===== src/rtl/ami_mailbox.sv =====
// ami_mailbox: executes slot-store commands from the secure-boot FSM against an on-chip key/ID file.
// Optional macro AMI_MBOX_ZEROIZE_EN enables opcode 06 (sequential clear of every slot and lock bit).
module ami_mailbox #(
    parameter int unsigned NUM_SLOTS = 8,
    parameter int unsigned CMP_CHUNK = 32
) (
    input  logic                 clk,
    input  logic                 rst,
    input  logic [255:0]         fsm_ami,
    output logic [2:0]           ami_ack,
    output logic [255:0]         ami_out,
    output logic [NUM_SLOTS-1:0] locked_map,
    output logic [15:0]          cmd_count
);
    localparam int unsigned DATA_W    = 224;
    localparam int unsigned SLOT_W    = (NUM_SLOTS > 1) ? $clog2(NUM_SLOTS) : 1;
    localparam int unsigned CMP_STEPS = DATA_W / CMP_CHUNK;
`ifdef AMI_MBOX_ZEROIZE_EN
    localparam int unsigned MAX_STEPS = (NUM_SLOTS > CMP_STEPS) ? NUM_SLOTS : CMP_STEPS;
`else
    localparam int unsigned MAX_STEPS = CMP_STEPS;
`endif
    localparam int unsigned CNT_W     = $clog2(MAX_STEPS) + 1;
    localparam int unsigned SHIFT_W   = $clog2(DATA_W) + 1;

    localparam logic [2:0] ACK_IDLE  = 3'b000;
    localparam logic [2:0] ACK_BUSY  = 3'b001;
    localparam logic [2:0] ACK_OK    = 3'b010;
    localparam logic [2:0] ACK_RDATA = 3'b011;
    localparam logic [2:0] ACK_MATCH = 3'b100;
    localparam logic [2:0] ACK_MISM  = 3'b101;
    localparam logic [2:0] ACK_ERR   = 3'b110;

    localparam logic [7:0] OP_WRITE   = 8'h01;
    localparam logic [7:0] OP_READ    = 8'h02;
    localparam logic [7:0] OP_COMPARE = 8'h03;
    localparam logic [7:0] OP_LOCK    = 8'h04;
    localparam logic [7:0] OP_CLEAR   = 8'h05;
`ifdef AMI_MBOX_ZEROIZE_EN
    localparam logic [7:0] OP_ZEROIZE = 8'h06;
`endif

    localparam logic [DATA_W-1:0] CHUNK_MASK = {{(DATA_W-CMP_CHUNK){1'b0}}, {CMP_CHUNK{1'b1}}};

    typedef enum logic [1:0] {IDLE, EXEC, RESP} state_t;

    state_t               state_q, state_d;
    logic [7:0]           op_q, op_d;
    logic [7:0]           slot_q, slot_d;
    logic [DATA_W-1:0]    payload_q, payload_d;
    logic [CNT_W-1:0]     cnt_q, cnt_d;
    logic                 mism_q, mism_d;
    logic [2:0]           ack_d;
    logic [255:0]         out_d;
    logic [NUM_SLOTS-1:0] locked_d;
    logic [15:0]          count_d;

    logic [DATA_W-1:0]    mem [NUM_SLOTS];
    logic                 mem_we;
    logic [SLOT_W-1:0]    mem_idx;
    logic [DATA_W-1:0]    mem_wdata;

    logic [SLOT_W-1:0]    sidx;
    logic [DATA_W-1:0]    slot_data;
    logic                 slot_oob;
    logic                 op_legal;
    logic                 uses_slot;
    logic                 cmd_err;
    logic [SHIFT_W-1:0]   shift_amt;
    logic                 chunk_mism;
    logic                 unused_rsvd;

    // Reserved command bits are never stored or decoded.
    assign unused_rsvd = ^fsm_ami[239:224];

    assign sidx      = slot_q[SLOT_W-1:0];
    assign slot_data = mem[sidx];
    assign slot_oob  = {1'b0, slot_q} >= 9'(NUM_SLOTS);

    // Opcode decode and first-EXEC-cycle error resolution.
    always_comb begin
        op_legal  = 1'b0;
        uses_slot = 1'b1;
        case (op_q)
            OP_WRITE, OP_READ, OP_COMPARE, OP_LOCK, OP_CLEAR: op_legal = 1'b1;
`ifdef AMI_MBOX_ZEROIZE_EN
            OP_ZEROIZE: begin
                op_legal  = 1'b1;
                uses_slot = 1'b0;
            end
`endif
            default: op_legal = 1'b0;
        endcase
    end

    assign cmd_err = !op_legal || (uses_slot && slot_oob) ||
                     (((op_q == OP_WRITE) || (op_q == OP_CLEAR)) && locked_map[sidx]);

    // Chunked compare: one CMP_CHUNK slice per EXEC cycle, LSB first.
    always_comb begin
        shift_amt  = SHIFT_W'(cnt_q) * SHIFT_W'(CMP_CHUNK);
        chunk_mism = |(((slot_data ^ payload_q) >> shift_amt) & CHUNK_MASK);
    end

    // Next-state and registered-output computation.
    always_comb begin
        state_d   = state_q;
        op_d      = op_q;
        slot_d    = slot_q;
        payload_d = payload_q;
        cnt_d     = cnt_q;
        mism_d    = mism_q;
        ack_d     = ami_ack;
        out_d     = ami_out;
        locked_d  = locked_map;
        count_d   = cmd_count;
        mem_we    = 1'b0;
        mem_idx   = sidx;
        mem_wdata = '0;
        case (state_q)
            IDLE: begin
                if (fsm_ami[255:248] != 8'h00) begin
                    op_d      = fsm_ami[255:248];
                    slot_d    = fsm_ami[247:240];
                    payload_d = fsm_ami[223:0];
                    cnt_d     = '0;
                    mism_d    = 1'b0;
                    ack_d     = ACK_BUSY;
                    out_d     = '0;
                    if (cmd_count != 16'hFFFF) count_d = cmd_count + 16'd1;
                    state_d   = EXEC;
                end
            end
            EXEC: begin
                state_d = RESP;
                ack_d   = ACK_OK;
                out_d   = '0;
                if (cmd_err) begin
                    ack_d = ACK_ERR;
                end else begin
                    case (op_q)
                        OP_WRITE: begin
                            mem_we    = 1'b1;
                            mem_wdata = payload_q;
                        end
                        OP_READ: begin
                            ack_d = ACK_RDATA;
                            out_d = {OP_READ, slot_q, 16'h0000, slot_data};
                        end
                        OP_LOCK:  locked_d[sidx] = 1'b1;
                        OP_CLEAR: mem_we = 1'b1;
                        OP_COMPARE: begin
                            // No early exit: latency is independent of where a mismatch sits.
                            mism_d = mism_q | chunk_mism;
                            if (cnt_q == CNT_W'(CMP_STEPS - 1)) begin
                                ack_d = mism_d ? ACK_MISM : ACK_MATCH;
                            end else begin
                                state_d = EXEC;
                                ack_d   = ACK_BUSY;
                                cnt_d   = cnt_q + CNT_W'(1);
                            end
                        end
`ifdef AMI_MBOX_ZEROIZE_EN
                        OP_ZEROIZE: begin
                            mem_we   = 1'b1;
                            mem_idx  = SLOT_W'(cnt_q);
                            locked_d[SLOT_W'(cnt_q)] = 1'b0;
                            if (cnt_q != CNT_W'(NUM_SLOTS - 1)) begin
                                state_d = EXEC;
                                ack_d   = ACK_BUSY;
                                cnt_d   = cnt_q + CNT_W'(1);
                            end
                        end
`endif
                        default: ack_d = ACK_ERR;
                    endcase
                end
            end
            RESP: begin
                if (fsm_ami[255:248] == 8'h00) begin
                    state_d = IDLE;
                    ack_d   = ACK_IDLE;
                    out_d   = '0;
                end
            end
            default: state_d = IDLE;
        endcase
    end

    always_ff @(posedge clk) begin
        if (rst) begin
            state_q    <= IDLE;
            op_q       <= '0;
            slot_q     <= '0;
            payload_q  <= '0;
            cnt_q      <= '0;
            mism_q     <= 1'b0;
            ami_ack    <= ACK_IDLE;
            ami_out    <= '0;
            locked_map <= '0;
            cmd_count  <= '0;
        end else begin
            state_q    <= state_d;
            op_q       <= op_d;
            slot_q     <= slot_d;
            payload_q  <= payload_d;
            cnt_q      <= cnt_d;
            mism_q     <= mism_d;
            ami_ack    <= ack_d;
            ami_out    <= out_d;
            locked_map <= locked_d;
            cmd_count  <= count_d;
        end
    end

    // Slot storage; reset wipes key material even mid-command.
    always_ff @(posedge clk) begin
        if (rst) begin
            for (int unsigned i = 0; i < NUM_SLOTS; i++) mem[i] <= '0;
        end else if (mem_we) begin
            mem[mem_idx] <= mem_wdata;
        end
    end
endmodule


===== config.mk =====
export PLATFORM = sky130hd
export DESIGN_NAME = ami_mailbox
export DESIGN_NICKNAME = d
export VERILOG_FILES = /design/src/rtl/ami_mailbox.sv
export SDC_FILE = /design/constraint.sdc
export NUM_CORES = 2
export LEC_CHECK = 0
export BUFFER_PORTS_ARGS = -buffer_cell sky130_fd_sc_hd__buf_2
export CELL_PAD_IN_SITES_DETAIL_PLACEMENT = 1
export CELL_PAD_IN_SITES_GLOBAL_PLACEMENT = 1
export CORE_ASPECT_RATIO = 2
export CORE_MARGIN = 4
export CORE_UTILIZATION = 50
export DETAILED_ROUTE_END_ITERATION = 6
export PLACE_DENSITY_LB_ADDON = 0.1
export SYNTH_ARGS = -nofsm -noshare
export SYNTH_HDL_FRONTEND = slang
export SYNTH_SLANG_ARGS = --single-unit

===== constraint.sdc =====
create_clock -name clk -period 8.7 [get_ports clk]
set_input_delay 0.435 -clock clk [delete_from_list [all_inputs] [get_ports clk]]
set_output_delay 0.435 -clock clk [all_outputs]
set_load 0.1 [all_outputs]

Yosys cells after proc, flatten, opt, wreduce, memory -nomap -nowiden:

Memories as Yosys holds them, arrays and structs flattened. A register that Yosys moved wholly into a read port is not among the register bits.
Index checks and enable logic that the tools add are counted.

* add/sub/neg operators: 2
* $lt $le $gt $ge: 3
* eq/ne operators: 14
* shift-type cells: 1
* muxes and demuxes: 48
* bitwise logic cells: 4
* reductions and logical operators: 23

Operators with widths (count)
* $mux W224: 4
* $pmux W256 S3: 1
* $mux W256: 2
* $mux W250: 2
* $reduce_or A224 Y1: 1
* $shr A224 B9 Y32: 1
* $xor A224 B224 Y224: 1
* $reduce_or A32 Y1: 1
* $mux W3: 7
* $pmux W3 S3: 2
* $add A16 B1 Y16 const B: 1
* $eq A8 B2 Y1 const B: 2
* $eq A8 B3 Y1 const B: 2
* $mux W1: 16
* $mux W4: 4
* $ne A16 B16 Y1 const B: 1
* $mux W2: 5
* $ne A2 B2 Y1 const B: 5
* $reduce_and A3 Y1: 3
* $eq A8 B1 Y1 const B: 1
* $ge A8 B4 Y1 const B: 1
* $logic_not A8 Y1: 1
* $or A8 B8 Y8: 1
* $pmux W4 S2: 1
* 25 further kinds: 29

* bits in registers: 530
* RAM bits: 1792
* output and inout port bits: 283
* memories kept: 1

Memory list
* mem: words 8, bits a word 224, read ports 1, clocked after Yosys merged registers in 1, wr ports 8, line 58 `logic [DATA_W-1:0] mem [NUM_SLOTS];`

Depth between registers and ports, before layout:

* word-level depth: 13
* depth in mapped cells: 15
* gate-level depth less buffers: 9

Worst setup path after synthesis:

Ideal clock, no wire load.

* path type: reg-to-reg
* start point: register locked_map[3]
* end point: memory mem[2][0], enable pin
* setup time: 1.765 ns
* data arrival time: 6.499 ns
* required time: 6.935 ns
* slack: 0.436 ns
* cell stages (with the launch flop): 13
* buffers on the path: 3
* period minus slack after synthesis: 8.264 ns
* cells stage by stage: dfxtp_1 -> mux4_2 -> mux2i_1 -> nand2_1 -> a21oi_1 -> o2111ai_1 -> nor3b_2 -> nor2b_1 -> buf_2 -> nand2_2 -> clkbuf_1 -> buf_2 -> nand2_1

RTL lines
* start, declared: line 12 `output logic [NUM_SLOTS-1:0] locked_map,`
* start signal, assigned: line 211 `locked_map <= locked_d;`
* end, declared: line 58

==> results by group <==
Setup path
  – CP Launch Type: flop
  – Worst Setup End Kind: flop
  – Critical Path Slowest Stage Cell: nand2_4
  – Worst-path cell chain: mux4_2 > mux2i_1 > nand2_1 > a21oi_1 > o2111ai_1 > nor3b_2 > nor2b_1 > nand3_4 > nand2_4 > buf_12
  – Max incr delay on CP: around 1.1 ns
  – Worst endpoint required time: roughly 9 ns
  – CP Buf/Inv Count: 1
  – CP Class: flop to flop
  – Critical Path AT: ~7 ns
  – Delay-heaviest family, CP: simple AND/OR/NAND/NOR gates
  – Register-to-register setup slack: ~2.2 ns
  – Worst Path Max Fanout: 66

Clock network
  – CTS clock-pin slew for the worst setup and hold paths: 0.07 ns
  – CTS sink count: between 2000 and 2500
  – Num CTS Buffers: approximately 210
  – CTS max path bufs: 4
  – CTS H-Tree Depth: 4
  – Root buf cell: clkbuf_16
  – CTS tree: yes
  – Post-CTS setup buffers: 0
  – Worst-Skew Late Latency: about 0.85 ns

Route
  – Drt wl/cell: about 29 microns
  – ANT nets after route: 0
  – # DRC: 0
  – 1st-pass router iterations: 5
  – Vias: between 60000 and 70000
  – Initial DRC count: 5708
  – DRT Wirelength: 314000 microns
  – Vias/cell: 6.04

Synth
  – Yosys warns: 0
  – Yosys reg bits: roughly 2300
  – Unique masters post-synth: 54
  – Leading post-synthesis cells by cell area: edfxtp_1 56%, dfxtp_1 11%, nor2_1 8.4%
  – Seq/Total Area, Yosys: about two thirds
  – Synth async-reset ratio: 0%
  – Most used DFF post-synth: edfxtp_1
  – Cells after synthesis: between 7000 and 8000
  – Synthesized cell area: between 90000 and 100000 sq um
  – Number of synthesized flops with an enable pin: approximately 1800
  – Mean post-synth cell area: 12.5 sq um
  – Post-synth top area share: between 50% and 60%
  – Synth area leader: edfxtp_1

Layout
  – Area growth, synth to finish: 14.4%
  – Storage cell area: 64000 sq um
  – Final Net Count: ~8500
  – Fillers: between 15000 and 20000
  – Finished Core Util: 57.6%
  – Multi-input combinational cell area: roughly 30000 sq um
  – Share of cells above drive strength 1: between 15 and 20%

STA
  – RSZ-0062 raised after global routing: no
  – Slew HR: a little under a fifth
  – Least-Margin Pin Slew: ~1.2 ns
  – Worst Skew: ~0.032 ns
  – Final setup margin: approximately 2.2 ns
  – Final Max Slew Viols: 0
  – Tmin final: about 6.5 ns
  – Fin. Hold Viols: 0
  – Endpoints failing setup: 0
  – Final worst-path cycle share: roughly three quarters
  – Fmax: roughly 150 MHz
  – Fin Setup TNS: 0 ns

Floorplanning
  – FP Rows: around 230
  – Die height: between 600 and 700 microns
  – Die area: between 200000 and 250000 sq um
  – Core area: 191000 sq um
  – Die X: about 320 microns
  – IO Count: ~540
  – Initial Utilization: roughly 50%

Pwr
  – Overall power: between 20 and 30 mW
  – Clk pwr share: between 30% and 40%
  – Sw frac: between 20% and 30%
  – Power Density: approximately 230 nW/um^2
  – Leakage: 37.5 nW
  – Max IR drop VDD: between 0.15 and 0.2 mV
  – Share of power burned in registers: 49.5%
  – Comb pwr share: between 10 and 15%
  – P_int: 18.7 mW
  – Switch Pwr: around 6.7 mW

Outcome
  – Status: finished, final reports clean

Job
  – # Max-Cap Violations: 0

Placement
  – Pre-CTS setup slack: around 2.2 ns
  – Hpwl dp: ~180000 microns
  – Number of port buffers: between 500 and 600
  – GP Congestion: slightly below 0.8

Global route
  – Pin count of the biggest net entering global routing: between 100 and 150
  – Tot GR Track Use: between 30% and 40%
  – Grt total ovfl: 0
  – Global-route wire length before repair: ~460000 microns
  – Initial antenna violation count: 4
  – Vias in the first global route: roughly 70000

Worst hold path
  – Min-Delay Path Class: input pin to flop
## sequential cells by signal, indices dropped and copies added (netlist names), named ones only
name / count
op_q: 8
cmd_count: 16
locked_map: 8
mism_q: 1
payload_q: 224
slot_q: 8
state_q: 2
ami_ack: 3
mem: 1792
ami_out: 233
cnt_q: 4
## final timing paths
path | depth (start not counted) | to | start
setup / recovery | 10 | mem[3][76] | slot_q[1]
setup reg to reg | 10 | mem[3][76] | slot_q[1]
hold reg to reg | 2 | ami_out[249] | ami_out[249]
hold / removal | 3 | flop | fsm_ami[241]
## power by group through the flow
stage               clock [mW]  combinational [mW]  sequential [mW]
floorplan                    0                2.18             12.8
CTS                       9.53                3.46             12.6
finish                    9.39                3.45             12.6
detailed placement           0                3.36             12.8
global route              9.94                3.65             12.6
global placement             0                3.32             12.8
## per-stage QoR
| stage | cell area (sq um) | cells | hold WS, ns |
|---|---|---|---|
| after floorplan | 96600 | 7709 | 0.431 |
| after global placement | 101000 | 10283 | 0.439 |
| after detailed placement | 101000 | 10283 | 0.452 |
| after CTS | 110000 | 10899 | 0.00566 |
| after global routing | 110000 | 10900 | 0.0594 |
| final | 110000 | 10901 | 0.0858 |
## layer usage
layer / part of all wire [%] / wire length (microns) / global-route usage [%]
met4: 3.6 / 11200 / 10.1
met2: 51 / 161000 / 55.0
met1: 39 / 122000 / 39.2
met5: 0.0086 / 27 / 0
met3: 6.3 / 19700 / 3.52
## synthesized netlist by cell type, drive strengths merged, types with 6 or more instances
| cell type | n |
|---|---|
| o21a | 9 |
| nor4 | 23 |
| nor2 | 2156 |
| a22oi | 106 |
| nand3 | 24 |
| buf | 243 |
| o21ai | 18 |
| nor3 | 47 |
| clkbuf | 323 |
| nand4 | 42 |
| xor2 | 101 |
| dfxtp | 510 |
| and3 | 8 |
| inv | 10 |
| a22o | 99 |
| xnor2 | 117 |
| ha | 7 |
| edfxtp | 1792 |
| mux4 | 273 |
| nand2 | 747 |
| mux2 | 23 |
| a31oi | 6 |
| mux2i | 457 |
| a21oi | 377 |
| or3 | 19 |
| nor2b | 28 |
| a221oi | 79 |
## worst register-to-register path: cells and delay by family, from the launching register on
kind	cells	cell delay [ns]
and+or+nand+nor	5	3.60
muxes	2	0.92
DFF	1	0.63
buffers and inverters	1	0.51
AOI/OAI and AO/OA	2	0.37
## cells by family after synthesis
family                   count (synthesis)  share of synthesized area [%]
buffers and inverters                  576                           2.77
AND/OR/NAND/NOR                       3116                           12.6
adder cells (fa/ha/maj)                  7                         0.0908
other                                    1                        0.00389
XOR/XNOR                               218                           1.98
flip-flops                            2302                           66.4
multiplexers                           753                           11.4
AO/OA/AOI/OAI                          714                           4.78
## placed cells by master (no fill, tap or decap), types with 21 or more instances in the layout
cell type and instances:
nor2b_1 26, a21oi_1 377, clkinv_2 36, dfxtp_1 506
a22o_1 99, mux2_2 23, dlygate4sd3_1 238, a22oi_1 106
conb_1 23, edfxtp_1 1792, nor4_1 21, buf_2 500
nand2_1 735, a221oi_1 79, nor3_1 46, nand4_1 42
xnor2_1 117, clkbuf_1 38, nor2_1 2155, mux2i_1 457
buf_4 88, xor2_1 101, buf_12 32, mux4_2 273
clkbuf_8 39, clkbuf_16 211
## layout make-up
cell class                      instances  share of cell area, %
Antenna cell                            2                0.00454
Clock buffer                          288                   5.40
Clock inverter                         90                  0.792
Inverter                               10                 0.0340
Multi-Input combinational cell       4831                   27.3
Sequential cell                      2302                   58.0
Tap cell                             2519                   2.86
Timing Repair Buffer                  859                   5.62
## repair_timing
action / 4_1_cts / 5_1_grt
gates resized for setup: 0 / 0
hold endpoints to repair: 240 / 0
hold buffers: 238 / 0
No activity file was read; power rests on OpenSTA's default activity.
